$ cat config.mk
export PLATFORM = sky130hd
export DESIGN_NAME = qspi_flash_reader
export DESIGN_NICKNAME = d
export VERILOG_FILES = /design/src/rtl/qspi_flash_reader.sv
export SDC_FILE = /design/constraint.sdc
export NUM_CORES = 1
export LEC_CHECK = 0
export BUFFER_PORTS_ARGS = -buffer_cell sky130_fd_sc_hd__clkbuf_2
export CORE_ASPECT_RATIO = 1.2
export CORE_MARGIN = 8
export CORE_UTILIZATION = 35
export DETAILED_ROUTE_END_ITERATION = 12
export GPL_TIMING_DRIVEN = 0
export PLACE_DENSITY_LB_ADDON = 0.2
export SLEW_MARGIN = 25
export SYNTH_ARGS = -nofsm -noshare
export SYNTH_HDL_FRONTEND = slang
export SYNTH_SLANG_ARGS = --single-unit
$ cat constraint.sdc
create_clock -name clk_2x -period 3.25 [get_ports clk_2x]
set_input_delay 0.1625 -clock clk_2x [delete_from_list [all_inputs] [get_ports clk_2x]]
set_output_delay 0.1625 -clock clk_2x [all_outputs]
set_load 0.05 [all_outputs]
$ cat src/rtl/qspi_flash_reader.sv
// SPI / dual / quad flash read engine driving SB_IO pad registers.
// Converts burst requests into command, address, dummy and data phases and
// returns little-endian words through a 2-entry buffer. SCK pauses between
// words when the buffer plus in-flight words would otherwise overflow.
module qspi_flash_reader #(
    parameter int unsigned IO_MODE        = 2,
    parameter int unsigned WORD_BYTES     = 4,
    parameter int unsigned LEN_BITS       = 8,
    parameter int unsigned INPUT_LATENCY  = 2,
    parameter int unsigned CS_HIGH_CYCLES = 4
) (
    input  logic                    clk_2x,
    input  logic                    reset_n,
    input  logic                    req_valid,
    output logic                    req_ready,
    input  logic [23:0]             req_addr,
    input  logic [LEN_BITS-1:0]     req_len,
    output logic [8*WORD_BYTES-1:0] rd_data,
    output logic                    rd_valid,
    input  logic                    rd_ready,
    output logic                    busy,
    output logic [1:0]              flash_clk_ddr,
    output logic                    flash_csn,
    output logic [3:0]              flash_in,
    output logic [3:0]              flash_in_en,
    input  logic [3:0]              flash_out
);

    localparam int unsigned W       = 8 * WORD_BYTES;
    localparam int unsigned B       = (IO_MODE == 0) ? 1 : (IO_MODE == 1) ? 2 : 4;
    localparam int unsigned SPB     = 8 / B;   // SCKs per byte
    localparam int unsigned SPW     = W / B;   // SCKs per word
    localparam int unsigned HOLD_W  = $clog2(CS_HIGH_CYCLES + 1);
    localparam logic [7:0]  CMD_BYTE = (IO_MODE == 0) ? 8'h03 :
                                       (IO_MODE == 1) ? 8'h3B : 8'h6B;
    localparam logic [3:0]  IN_MASK = 4'((1 << B) - 1);

    localparam logic [2:0] S_IDLE     = 3'd0;
    localparam logic [2:0] S_CMD      = 3'd1;
    localparam logic [2:0] S_ADDR     = 3'd2;
    localparam logic [2:0] S_DUMMY    = 3'd3;
    localparam logic [2:0] S_DATA     = 3'd4;
    localparam logic [2:0] S_DRAIN    = 3'd5;
    localparam logic [2:0] S_CSN_HOLD = 3'd6;

    logic [2:0]               state_q, state_d;
    logic [4:0]               cnt_q, cnt_d;
    logic [HOLD_W-1:0]        hold_q, hold_d;
    logic [LEN_BITS-1:0]      word_cnt_q, word_cnt_d;
    logic [LEN_BITS-1:0]      len_q, len_d;
    logic [23:0]              addr_q, addr_d;
    logic                     sck_q, sck_d;
    logic                     data_sck_q, data_sck_d;
    logic                     csn_q, csn_d;
    logic [3:0]               io_q, io_d;
    logic [3:0]               oe_q, oe_d;
    logic [INPUT_LATENCY-1:0] tag_q;
    logic [4:0]               rx_cnt_q, rx_cnt_d;
    logic [7:0]               byte_q, byte_d, byte_new;
    logic [W-1:0]             word_q, word_d, word_new;
    logic [1:0]               inflight_q, inflight_d;
    logic [1:0]               occ_q, occ_d;
    logic                     wptr_q, rptr_q;
    logic [W-1:0]             mem_q [2];
    logic                     busy_q, busy_d;
    logic                     accept, start_word, sample, push, pop;

    assign req_ready     = (state_q == S_IDLE) && !busy_q;
    assign flash_clk_ddr = {sck_q, 1'b0};
    assign flash_csn     = csn_q;
    assign flash_in      = io_q;
    assign flash_in_en   = oe_q;
    assign rd_valid      = (occ_q != 2'd0);
    assign rd_data       = mem_q[rptr_q];
    assign busy          = busy_q;
    assign sample        = tag_q[INPUT_LATENCY-1];
    assign pop           = rd_valid && rd_ready;

    // Transaction sequencer: decides each cycle whether an SCK is issued and what IO0 carries.
    always_comb begin
        state_d    = state_q;
        cnt_d      = cnt_q;
        hold_d     = hold_q;
        word_cnt_d = word_cnt_q;
        len_d      = len_q;
        addr_d     = addr_q;
        sck_d      = 1'b0;
        data_sck_d = 1'b0;
        csn_d      = csn_q;
        io_d       = io_q;
        oe_d       = oe_q;
        accept     = 1'b0;
        start_word = 1'b0;
        case (state_q)
            S_IDLE: begin
                if (req_valid && req_ready) begin
                    accept     = 1'b1;
                    addr_d     = req_addr;
                    len_d      = req_len;
                    csn_d      = 1'b0;
                    cnt_d      = 5'd0;
                    word_cnt_d = '0;
                    state_d    = S_CMD;
                end
            end
            S_CMD: begin
                sck_d = 1'b1;
                io_d  = {3'b000, CMD_BYTE[3'd7 - cnt_q[2:0]]};
                oe_d  = 4'b0001;
                cnt_d = cnt_q + 5'd1;
                if (cnt_q == 5'd7) begin
                    cnt_d   = 5'd0;
                    state_d = S_ADDR;
                end
            end
            S_ADDR: begin
                sck_d = 1'b1;
                io_d  = {3'b000, addr_q[5'd23 - cnt_q]};
                oe_d  = 4'b0001;
                cnt_d = cnt_q + 5'd1;
                if (cnt_q == 5'd23) begin
                    cnt_d   = 5'd0;
                    state_d = (IO_MODE == 0) ? S_DATA : S_DUMMY;
                end
            end
            S_DUMMY: begin
                sck_d = 1'b1;
                io_d  = 4'b0000;
                oe_d  = 4'b0000;
                cnt_d = cnt_q + 5'd1;
                if (cnt_q == 5'd7) begin
                    cnt_d   = 5'd0;
                    state_d = S_DATA;
                end
            end
            S_DATA: begin
                oe_d = 4'b0000;
                // A word already started is always finished; a new one needs a free slot.
                if (cnt_q != 5'd0 || ({1'b0, occ_q} + {1'b0, inflight_q}) < 3'd2) begin
                    sck_d      = 1'b1;
                    data_sck_d = 1'b1;
                    start_word = (cnt_q == 5'd0);
                    cnt_d      = cnt_q + 5'd1;
                    if (cnt_q == 5'(SPW - 1)) begin
                        cnt_d = 5'd0;
                        if (word_cnt_q == len_q) begin
                            state_d = S_DRAIN;
                        end else begin
                            word_cnt_d = word_cnt_q + LEN_BITS'(1);
                        end
                    end
                end
            end
            S_DRAIN: begin
                if (inflight_q == 2'd0) begin
                    csn_d   = 1'b1;
                    hold_d  = '0;
                    state_d = S_CSN_HOLD;
                end
            end
            S_CSN_HOLD: begin
                csn_d  = 1'b1;
                oe_d   = 4'b0000;
                hold_d = hold_q + HOLD_W'(1);
                if (hold_q == HOLD_W'(CS_HIGH_CYCLES - 1)) begin
                    state_d = S_IDLE;
                end
            end
            default: begin
                csn_d   = 1'b1;
                hold_d  = '0;
                state_d = S_CSN_HOLD;
            end
        endcase
    end

    // Receive path: assembles bytes MSB first and packs them little-endian into words.
    always_comb begin
        byte_new = (byte_q << B) | {4'b0000, flash_out & IN_MASK};
        word_new = (word_q >> 8) | (W'(byte_new) << (W - 8));
        byte_d   = byte_q;
        word_d   = word_q;
        rx_cnt_d = rx_cnt_q;
        push     = 1'b0;
        if (sample) begin
            byte_d   = byte_new;
            rx_cnt_d = rx_cnt_q + 5'd1;
            if ((rx_cnt_q & 5'(SPB - 1)) == 5'(SPB - 1)) begin
                word_d = word_new;
            end
            if (rx_cnt_q == 5'(SPW - 1)) begin
                rx_cnt_d = 5'd0;
                push     = 1'b1;
            end
        end
    end

    // Occupancy, in-flight word count and busy tracking.
    always_comb begin
        occ_d      = occ_q + {1'b0, push} - {1'b0, pop};
        inflight_d = inflight_q + {1'b0, start_word} - {1'b0, push};
        busy_d     = busy_q;
        if (accept) begin
            busy_d = 1'b1;
        end else if (state_d == S_IDLE && occ_d == 2'd0) begin
            busy_d = 1'b0;
        end
    end

    // State and pad registers; reset leaves CSN high and starts in the CSN hold period.
    always_ff @(posedge clk_2x or negedge reset_n) begin
        if (!reset_n) begin
            state_q    <= S_CSN_HOLD;
            cnt_q      <= 5'd0;
            hold_q     <= '0;
            word_cnt_q <= '0;
            len_q      <= '0;
            addr_q     <= 24'd0;
            sck_q      <= 1'b0;
            data_sck_q <= 1'b0;
            csn_q      <= 1'b1;
            io_q       <= 4'b0000;
            oe_q       <= 4'b0000;
            tag_q      <= '0;
            rx_cnt_q   <= 5'd0;
            byte_q     <= 8'd0;
            word_q     <= '0;
            inflight_q <= 2'd0;
            occ_q      <= 2'd0;
            wptr_q     <= 1'b0;
            rptr_q     <= 1'b0;
            busy_q     <= 1'b0;
        end else begin
            state_q    <= state_d;
            cnt_q      <= cnt_d;
            hold_q     <= hold_d;
            word_cnt_q <= word_cnt_d;
            len_q      <= len_d;
            addr_q     <= addr_d;
            sck_q      <= sck_d;
            data_sck_q <= data_sck_d;
            csn_q      <= csn_d;
            io_q       <= io_d;
            oe_q       <= oe_d;
            // Tag travels with each data SCK until its bits appear on flash_out.
            tag_q      <= (tag_q << 1) | INPUT_LATENCY'(data_sck_q);
            rx_cnt_q   <= rx_cnt_d;
            byte_q     <= byte_d;
            word_q     <= word_d;
            inflight_q <= inflight_d;
            occ_q      <= occ_d;
            busy_q     <= busy_d;
            if (push) wptr_q <= ~wptr_q;
            if (pop)  rptr_q <= ~rptr_q;
        end
    end

    // Buffer storage; contents are qualified by occupancy so no reset is needed.
    always_ff @(posedge clk_2x) begin
        if (push) begin
            mem_q[wptr_q] <= word_new;
        end
    end

endmodule

[Yosys cells after proc, flatten, opt, wreduce, memory -nomap -nowiden]
Memories as Yosys holds them, arrays and structs flattened.
Cells that the tools add are included.
Storage, ports and cells
  register bits: 112
  memory bits (read-only): 8
  word-level logic and storage cells: 133
  input bits: 40
  RAM bits: 64
  memories: 2
Cells by class
  magnitude comparators: 3
  bitwise operators: 7
  equality and inequality tests: 16
  muxes and demuxes: 44
  $add $sub $neg: 11
  reductions and logical operators: 30
Memories
  mem_q: depth 2, bits a word 32, rd ports 1, clocked after Yosys merged registers in 0, write ports 1, line 64  | logic [W-1:0] mem_q [2];
  (name not given): depth 8, bits a word 1, rd ports 1, clocked after Yosys merged registers in 0, write ports 0, line 108  | io_d = {3'b000, CMD_BYTE[3'd7 - cnt_q[2:0]]};
Operators with widths (count)
  $mux 8: 4
  $or 24x32->32: 1
  $mux 3: 10
  $mux 5: 5
  $pmux 3 s7: 1
  $pmux 5 s4: 1
  $mux 1: 16
  $pmux 8 s2: 1
  $pmux 4 s3: 1
  $add 5x1->5 const B: 2
  $eq 5x3->1 const B: 2
  $eq 3x2->1 const B: 3
  $eq 3x3->1 const B: 3
  $pmux 3 s3: 1
  $add 8x1->8 const B: 1
  $eq 8x8->1: 1
  $ne 2x2->1 const B: 4
  $or 8x4->8: 1
  $pmux 4 s2: 1
  $reduce_bool 2->1: 4
  $logic_not 3->1: 2
  $lt 5x6->1 const B: 1
  $reduce_and 2->1: 3
  $reduce_and 3->1: 2
  other kinds (29): 40

[Depth between registers and ports, before layout]
Gate-level depths: netlist (run 1).
  depth after elaboration: 9
  mapped depth: 11
  mapped depth without buffers: 10

[Least setup slack after synthesis (run 1)]
Ideal clock, no wire load.
  path type: register -> register
  from: register rx_cnt_q[0]
  to: memory mem_q[0][0] (netlist bit) (enable)
  arrival time: 2545 ps
  stages on the path, launching flop included: 5
  slack: 284 ps
  cells stage by stage: dfrtp_1 > ha_1 > nor4bb_1 > nand2_1 > nor2_1
On the way
  cells in the longest elaborated chain, start to end: 5
Ends and longest elaborated chain
  start: declaration: line 58  | logic [4:0] rx_cnt_q, rx_cnt_d;
  start signal: assignment: line 247  | rx_cnt_q <= rx_cnt_d;
  $eq 5x3->1: line 191  | if (rx_cnt_q == 5'(SPW - 1)) begin
  $mux 1: line 191
  $mux 1: line 185  | if (sample) begin
  $mux 1: line 260  | if (push) begin
  $mux 1 (implied by the code): line 261  | mem_q[wptr_q] <= word_new;
  end: declaration: line 64
Every way passes these cells.

[Final worst setup path (run 1)]
  from: register rx_cnt_q[0]
  to: register busy_q, in the netlist busy
On the way
  cells in the longest elaborated chain, start to end: 8
Ends and longest elaborated chain
  $eq 5x3->1: line 191
  $mux 1: line 191
  $mux 1: line 185
  $add 2x1->2: line 200  | occ_d = occ_q + {1'b0, push} - {1'b0, pop};
  $sub 2x1->2: line 200
  via occ_d[1]: line 62  | logic [1:0] occ_q, occ_d;
  $logic_not 2->1: line 205  | end else if (state_d == S_IDLE && occ_d == 2'd0) begin
  $logic_and 1x1->1: line 205
  $reduce_bool 2->1 (no source line)
  end signal: assignment: line 252  | busy_q <= busy_d;
  end: declaration: line 65  | logic busy_q, busy_d;
The timed path passes the listed nets, and every way through them passes these cells.
A chain may end at the register's enable or synchronous reset.

==> out/summary.md, run 1 <==
## Critical path
- **setup slack of the most critical reg-to-reg path** 0.30 ns
- **reg-to-reg critical path endpoint** busy
- **Setup crit start kind** flip-flop
- **number of cells on the worst reg-to-reg path** 10
- **WP data arrival** 3.26 ns
- **launch point of the critical path** rx_cnt_q[0]
- **worst endpoint required time** 3.57 ns
- **Reg-to-Reg Start** rx_cnt_q[0]
- **critical path class** flip-flop to flip-flop
- **end point of the critical path** busy
- **element type at the critical path end** flip-flop
- **largest fanout on the critical path** 4

## Cells and area
- **filler-free cell count of the finished design** 971
- **fraction of layout instances using a drive strength above 1** 0.2901
- **signed area change from the synthesized netlist to the final layout** 25.52%
- **commonest non-fill, non-tap cell in the layout** sky130_fd_sc_hd__nand2_1
- **post-layout util** 0.4492
- **FILL cells** 1780
- **n_diodes** 0
- **nets** 750
- **leading cell types in the layout, fill and taps excluded** 126 x sky130_fd_sc_hd__nand2_1, 95 x sky130_fd_sc_hd__dfrtp_1, 78 x sky130_fd_sc_hd__clkbuf_2
- **Post-Layout Inst Area** 8782 µm²

## Synthesis
- **summed instance area of the synthesized netlist** 6997 µm²
- **dominant register cell in the synthesized netlist** sky130_fd_sc_hd__dfrtp_1
- **number of enable-type register cells in the synthesized netlist** 64
- **mean instance size in the synthesized netlist** 12.58 µm²
- **gate count after technology mapping** 556
- **cells taking the most area after synthesis** sky130_fd_sc_hd__dfrtp_1 34%, sky130_fd_sc_hd__edfxtp_1 27%, sky130_fd_sc_hd__mux2_2 10%
- **post-synth top area share** 0.3398
- **sequential element share of the synthesized area** 0.6257
- **dominant cell type by area after synthesis** sky130_fd_sc_hd__dfrtp_1
- **Synth Register Bits** 162
- **share of synthesized flip-flops with an asynchronous set or reset** 0.6049
- **warnings from Yosys** 0
- **Cell variety after synth** 59

## Timing
- **Final TNS setup** 0 ns
- **clock skew after layout** 0.007103 ns
- **final cycle utilization of the critical path** 0.9067
- **maximum frequency from static timing analysis** 0.3393 GHz
- **Final setup violation count** 0
- **relative slew slack** 0.4936
- **count of final max-slew check failures** 0
- **Final Hold Viols** 0
- **Worst Max-Slew Pin Slew** 0.7580 ns
- **minimum period implied by the final worst setup slack** 2.947 ns

## Placed design
- **buffers added on ports** 78
- **DP HPWL** 10320 µm
- **gp weighted congestion** 0.8383
- **Post-Place Cell Area** 7836 µm²
- **cell count after placement** 904

## GRT
- **first-pass GRT wire length** 24960 µm
- **initial antenna violation count** 0
- **overall routing resource usage** 0.1253
- **vias in the first global route** 5060
- **maximum number of pins on one net before global-route repair** 74
- **overall overflow remaining after global route** 0

## Floorplanning
- **CORE AREA** 19550 µm²
- **die outline area** 24790 µm²
- **FP Rows** 56
- **chip width** 145.1 µm
- **I/O pin total** 86
- **effective utilization at floorplan** 0.3579
- **height of the die** 170.9 µm

## Clock network
- **clock network latency to the later pin of the worst-skew pair** 0.43 ns
- **CTS clock-pin slew for the worst setup and hold paths** 0.07 ns
- **CTS tree** done
- **clock sinks** 162
- **clock buffer depth** 2
- **total number of H-tree levels** 4
- **TritonCTS buffer count** 17
- **clk root buf** sky130_fd_sc_hd__clkbuf_16

## Run status
- **result of the run** finished, final reports clean

## Routing
- **total number of vias** 4600
- **total length of routed wires** 14570 µm
- **1st-pass router iterations** 4
- **drt via density** 4.737
- **# DRC** 0
- **initial DRC count** 224
- **wire per inst** 15.01 µm
- **number of nets still failing antenna checks after routing** 0

## Job
- **count of maximum capacitance violations** 0

## Power
- **ratio of total power to cell area** 851.8 nW/µm²
- **Pint** 4.643 mW
- **clock network power share** 0.261
- **Comb power frac** 0.356
- **switching power share of the total** 0.3793
- **Lkg Pwr** 3.818 nW
- **IR drop worst, VDD** 0.0004218 V
- **net switching power** 2.837 mW
- **Pwr Total** 7.481 mW
- **sequential share of power** 0.382

## Hold path
- **worst min path class** primary input to flip-flop

[layer usage]
layer  vias up  wire (µm)  global-route usage
li1       2232          -                   -
met4         0        345             0.06029
met3        28        732             0.03436
met1      2231       6239              0.1403
met5         -          0                   0
met2       109       7254              0.2189
[area by class of cell]
| type | count | area [µm²] | share of cell area |
|---|---|---|---|
| sequential | 162 | 4378 | 0.4985 |
| multi-input combinational | 354 | 2442 | 0.2781 |
| timing repair buffer | 116 | 832.0 | 0.09474 |
| clock buffer | 17 | 425.4 | 0.04844 |
| tap | 261 | 326.6 | 0.03718 |
| clock inverter | 15 | 163.9 | 0.01866 |
| buffer | 32 | 161.4 | 0.01838 |
| inverter | 14 | 52.55 | 0.005984 |
[critical path, cell delays in order, from the launching register on]
cell and delay, ns:
sky130_fd_sc_hd__dfrtp_1 0.40, sky130_fd_sc_hd__ha_1 0.20, sky130_fd_sc_hd__nor4bb_2 0.46, sky130_fd_sc_hd__nand2_1 0.24, sky130_fd_sc_hd__ha_1 0.35, sky130_fd_sc_hd__inv_1 0.04
sky130_fd_sc_hd__ha_1 0.18, sky130_fd_sc_hd__xnor2_1 0.17, sky130_fd_sc_hd__xnor2_1 0.11, sky130_fd_sc_hd__or4_1 0.51, sky130_fd_sc_hd__o22a_1 0.18
[registers in the layout, summed over array words and instances (netlist names)]
register,flops
mem_q,64
addr_q,24
word_q,24
len_q,8
word_cnt_q,8
cnt_q,5
rx_cnt_q,5
byte_q,4
hold_q,3
state_q,3
inflight_q,2
occ_q,2
tag_q,2
busy,1
data_sck_q,1
flash_csn,1
flash_in,1
flash_in_en,1
rptr_q,1
sck_q,1
wptr_q,1
[synth_stat cells (all sizes together), types with 3 or more instances]
cell / count
a21oi: 14
a22oi: 3
and2: 3
buf: 13
clkbuf: 19
dfrtp: 95
dfstp: 3
edfxtp: 64
ha: 12
inv: 14
mux2: 62
mux2i: 3
mux4: 5
nand2: 126
nand2b: 8
nand3: 7
nand4: 4
nor2: 14
nor3: 3
nor3b: 3
nor4: 3
o21ai: 17
o22ai: 5
o31ai: 3
or3: 3
or4: 6
xnor2: 15
[cells by family after synthesis]
kind of cell               after synthesis  share of synthesized area
AOI/OAI and AO/OA                       55                    0.04936
DFF                                    162                     0.6257
other                                    1                  0.0005360
and+or+nand+nor                        192                     0.1280
adders and majority gates               13                    0.02432
muxes                                   70                     0.1202
buffers and inverters                   46                    0.03058
xor gates and xnor gates                17                    0.02128
[per-stage QoR]
step	hold slack [ns]	setup WS, ns
2_1_floorplan	-0.1331	0.2837
3_3_place_gp	0.3362	-0.7447
5_1_grt	0.01953	-0.01097
6_report	0.03874	0.3031
4_1_cts	0.005650	0.1763
3_5_place_dp	0.06224	0.2080
[power groups by stage]
stage                     Combinational, mW  Clock (mW)  Sequential (mW)
after global placement                 2.59           0             2.89
after floorplan                        2.04           0             2.81
after CTS                              2.70        2.01             2.87
after detailed placement               2.66           0             2.91
final                                  2.67        1.96             2.86
after global routing                   2.90        2.09             2.92
[worst min path at each step]
stage                       from      endpoint  slack (ns)  cells past startpoint
floorplan                reset_n     addr_q[0]       -0.13                      0
global placement        tag_q[0]      tag_q[1]        0.34                      0
detailed placement       reset_n     addr_q[5]        0.06                      1
CTS                 flash_out[2]  mem_q[0][26]       0.006                      1
global route        flash_out[1]  mem_q[1][25]        0.02                      1
finish              flash_out[1]  mem_q[1][25]        0.04                      1
[timing repair]
| action | CTS | global route |
|---|---|---|
| hold endpoints to repair | 129 | 1 |
| gates resized for setup | 0 | 1 |
| setup buffers | 0 | 0 |
| endpoints found under the setup margin | 0 | 1 |
| hold buffers | 34 | 1 |
Note: power is estimated with default switching activity, not from simulation.
==> run 2: changes to the inputs <==
- SETUP_SLACK_MARGIN: not set -> 0.5
==> run 2 against run 1 <==
Against the previous run:
- clock-buffer cell count unchanged
- cell area up 0.46%
- setup slack better by 0.34 ns
- wire length up 0.26%
- critical endpoint unchanged
- fmax up 13%
- largest power group unchanged
- highest routed layer unchanged
==> out/summary.md, run 2 (synthesis results as in run 1) <==
## Cells and area
- **biggest regs** mem_q: 64 flops, addr_q: 24 flops, word_q: 24 flops
- **number of flip-flops under the largest register name** 64, unchanged
- **signed area change from the synthesized netlist to the final layout** 26.09%
- **FILL cells** 1809, +1.6%
- **area used by multi-input combinational logic** 2454 µm², +0.46%
- **register cell area after layout** 4379 µm², about the same
- **largest reg by FF count** mem_q
- **Post-Layout Inst Area** 8822 µm², +0.46%
- **leading cell types in the layout, fill and taps excluded** 125 x sky130_fd_sc_hd__nand2_1, 94 x sky130_fd_sc_hd__dfrtp_1, 80 x sky130_fd_sc_hd__clkbuf_2
- **nets** 753, +0.40%
- **n_diodes** 0, unchanged
- **fraction of layout instances using a drive strength above 1** 0.2973, +0.007194
- **commonest non-fill, non-tap cell in the layout** sky130_fd_sc_hd__nand2_1

## Routing
- **total number of vias** 4591, -0.20%
- **# DRC** 0, unchanged
- **number of nets still failing antenna checks after routing** 0, unchanged
- **initial DRC count** 231, +3.1%
- **total length of routed wires** 14610 µm, +0.26%
- **drt via density** 4.714, -0.50%
- **1st-pass router iterations** 4, unchanged
- **wire per inst** 15.00 µm, about the same

## Clock network
- **clk root buf** sky130_fd_sc_hd__clkbuf_16
- **TritonCTS buffer count** 17, unchanged
- **clock sinks** 162, unchanged
- **clock network latency to the later pin of the worst-skew pair** 0.43 ns, about the same
- **CTS clock-pin slew for the worst setup and hold paths** 0.07 ns, about the same
- **clock buffer depth** 2, unchanged
- **CTS tree** done
- **total number of H-tree levels** 4, unchanged

## Timing
- **count of final max-slew check failures** 0, unchanged
- **RSZ-0062 raised after global routing** false
- **Worst Max-Slew Pin Slew** 0.7488 ns, -0.009237 ns
- **setup slack of the critical path after layout** 0.6476 ns, +0.3445 ns
- **final cycle utilization of the critical path** 0.8008, -0.1060
- **Final Hold Viols** 0, unchanged
- **Final TNS setup** 0 ns, unchanged
- **Final setup violation count** 0, unchanged
- **minimum period implied by the final worst setup slack** 2.602 ns, -0.3445 ns
- **relative slew slack** 0.4997, +0.006171
- **clock skew after layout** 0.01014 ns, +0.003034 ns
- **maximum frequency from static timing analysis** 0.3843 GHz, +13%

## Job
- **count of maximum capacitance violations** 0, unchanged

## Power
- **net switching power** 2.854 mW, +0.58%
- **ratio of total power to cell area** 853.2 nW/µm², +0.17%
- **Lkg Pwr** 3.839 nW, +0.56%
- **Comb power frac** 0.360, +0.004
- **clock network power share** 0.259, -0.002
- **IR drop worst, VDD** 0.0004291 V, +1.7%
- **switching power share of the total** 0.3791, about the same
- **sequential share of power** 0.380, -0.002
- **Pint** 4.674 mW, +0.65%

## Critical path
- **setup slack of the most critical reg-to-reg path** 0.65 ns, +0.34 ns
- **largest fanout on the critical path** 4, unchanged
- **WP data arrival** 2.92 ns, -0.34 ns
- **worst endpoint required time** 3.57 ns, about the same
- **launch point of the critical path** rx_cnt_q[1]
- **critical path class** flip-flop to flip-flop
- **end point of the critical path** busy
- **element type at the critical path end** flip-flop
- **Setup crit start kind** flip-flop
- **reg-to-reg critical path endpoint** busy
- **number of cells on the worst reg-to-reg path** 10, unchanged
- **Reg-to-Reg Start** rx_cnt_q[1]

## Run status
- **result of the run** finished, final reports clean

## GRT
- **initial antenna violation count** 0, unchanged
- **overall routing resource usage** 0.1252, about the same
- **first-pass GRT wire length** 24960 µm, unchanged
- **vias in the first global route** 4895, -3.3%
- **overall overflow remaining after global route** 0, unchanged
- **maximum number of pins on one net before global-route repair** 68, -8.1%

## Floorplanning
- **effective utilization at floorplan** 0.3579, unchanged
- **FP Rows** 56, unchanged
- **chip width** 145.1 µm, unchanged
- **I/O pin total** 86, unchanged
- **CORE AREA** 19550 µm², unchanged
- **height of the die** 170.9 µm, unchanged
- **die outline area** 24790 µm², unchanged

## Placed design
- **gp weighted congestion** 0.8392, +0.11%
- **Post-Place Cell Area** 7836 µm², unchanged
- **buffers added on ports** 78, unchanged
- **DP HPWL** 10270 µm, -0.48%
- **pre-CTS setup slack** 0.1635 ns, -0.04450 ns

## Hold path
- **worst min path class** primary input to flip-flop

==> run 2: layer usage <==
metal | vias up | wire length [µm] | track usage
met2 | 93 | 7221 | 0.2122
met4 | 0 | 156 | 0.04805
met5 | - | 0 | 0
li1 | 2225 | - | -
met3 | 14 | 651 | 0.04017
met1 | 2259 | 6579 | 0.1465
==> run 2: power by group through the flow <==
stage | combinational, mW | clock (mW) | sequential, mW
5_1_grt | 2.95 | 2.10 | 2.92
6_report | 2.71 | 1.95 | 2.86
2_1_floorplan | 2.04 | 0 | 2.81
3_5_place_dp | 2.66 | 0 | 2.91
3_3_place_gp | 2.58 | 0 | 2.89
4_1_cts | 2.73 | 2.00 | 2.87
==> run 2: layout make-up <==
type | count | area share
well taps | 261 | 0.03702
inverters | 14 | 0.005957
clock buffers | 17 | 0.04822
repair buffers | 119 | 0.09687
plain buffers | 32 | 0.01886
flip-flops and latches | 162 | 0.4964
multi-input cells | 354 | 0.2781
clock inverters | 15 | 0.01858
==> run 2: stage by stage <==
stage	hold slack [ns]	util	cells	power, mW
CTS	0.0008490	0.4498	971	7.599
floorplan	-0.1331	-	562	4.854
finish	0.02315	0.4513	974	7.527
detailed placement	0.08171	0.4009	904	5.573
global placement	0.3351	0.3959	901	5.475
global route	0.007090	0.4513	974	7.965
==> run 2: worst min-delay path by stage <==
stage,startpoint,endpoint,slack [ns],cells past startpoint
final,flash_out[2],mem_q[1][26],0.02,1
after floorplan,reset_n,addr_q[0],-0.13,0
after global routing,flash_out[2],mem_q[1][26],0.007,1
after detailed placement,reset_n,addr_q[5],0.08,1
after global placement,data_sck_q,tag_q[0],0.34,0
after CTS,flash_out[2],mem_q[1][26],0.0008,1
==> run 2: what timing repair did <==
item                                    CTS  global route
setup buffers                             0             3
endpoints found under the hold margin   118             0
pin swaps                                 1             0
hold buffers                             35             0
gates resized for setup                   3             7
endpoints found under the setup margin    1             2
==> run 2: critical path: stages (launching register included) <==
cell and delay, ns:
sky130_fd_sc_hd__dfrtp_1 0.38, sky130_fd_sc_hd__ha_1 0.22, sky130_fd_sc_hd__nor4bb_4 0.28, sky130_fd_sc_hd__nand2_2 0.15, sky130_fd_sc_hd__ha_1 0.30, sky130_fd_sc_hd__inv_1 0.04, sky130_fd_sc_hd__ha_1 0.18, sky130_fd_sc_hd__xnor2_1 0.14
sky130_fd_sc_hd__xnor2_1 0.14, sky130_fd_sc_hd__or4_1 0.50, sky130_fd_sc_hd__o22a_1 0.17
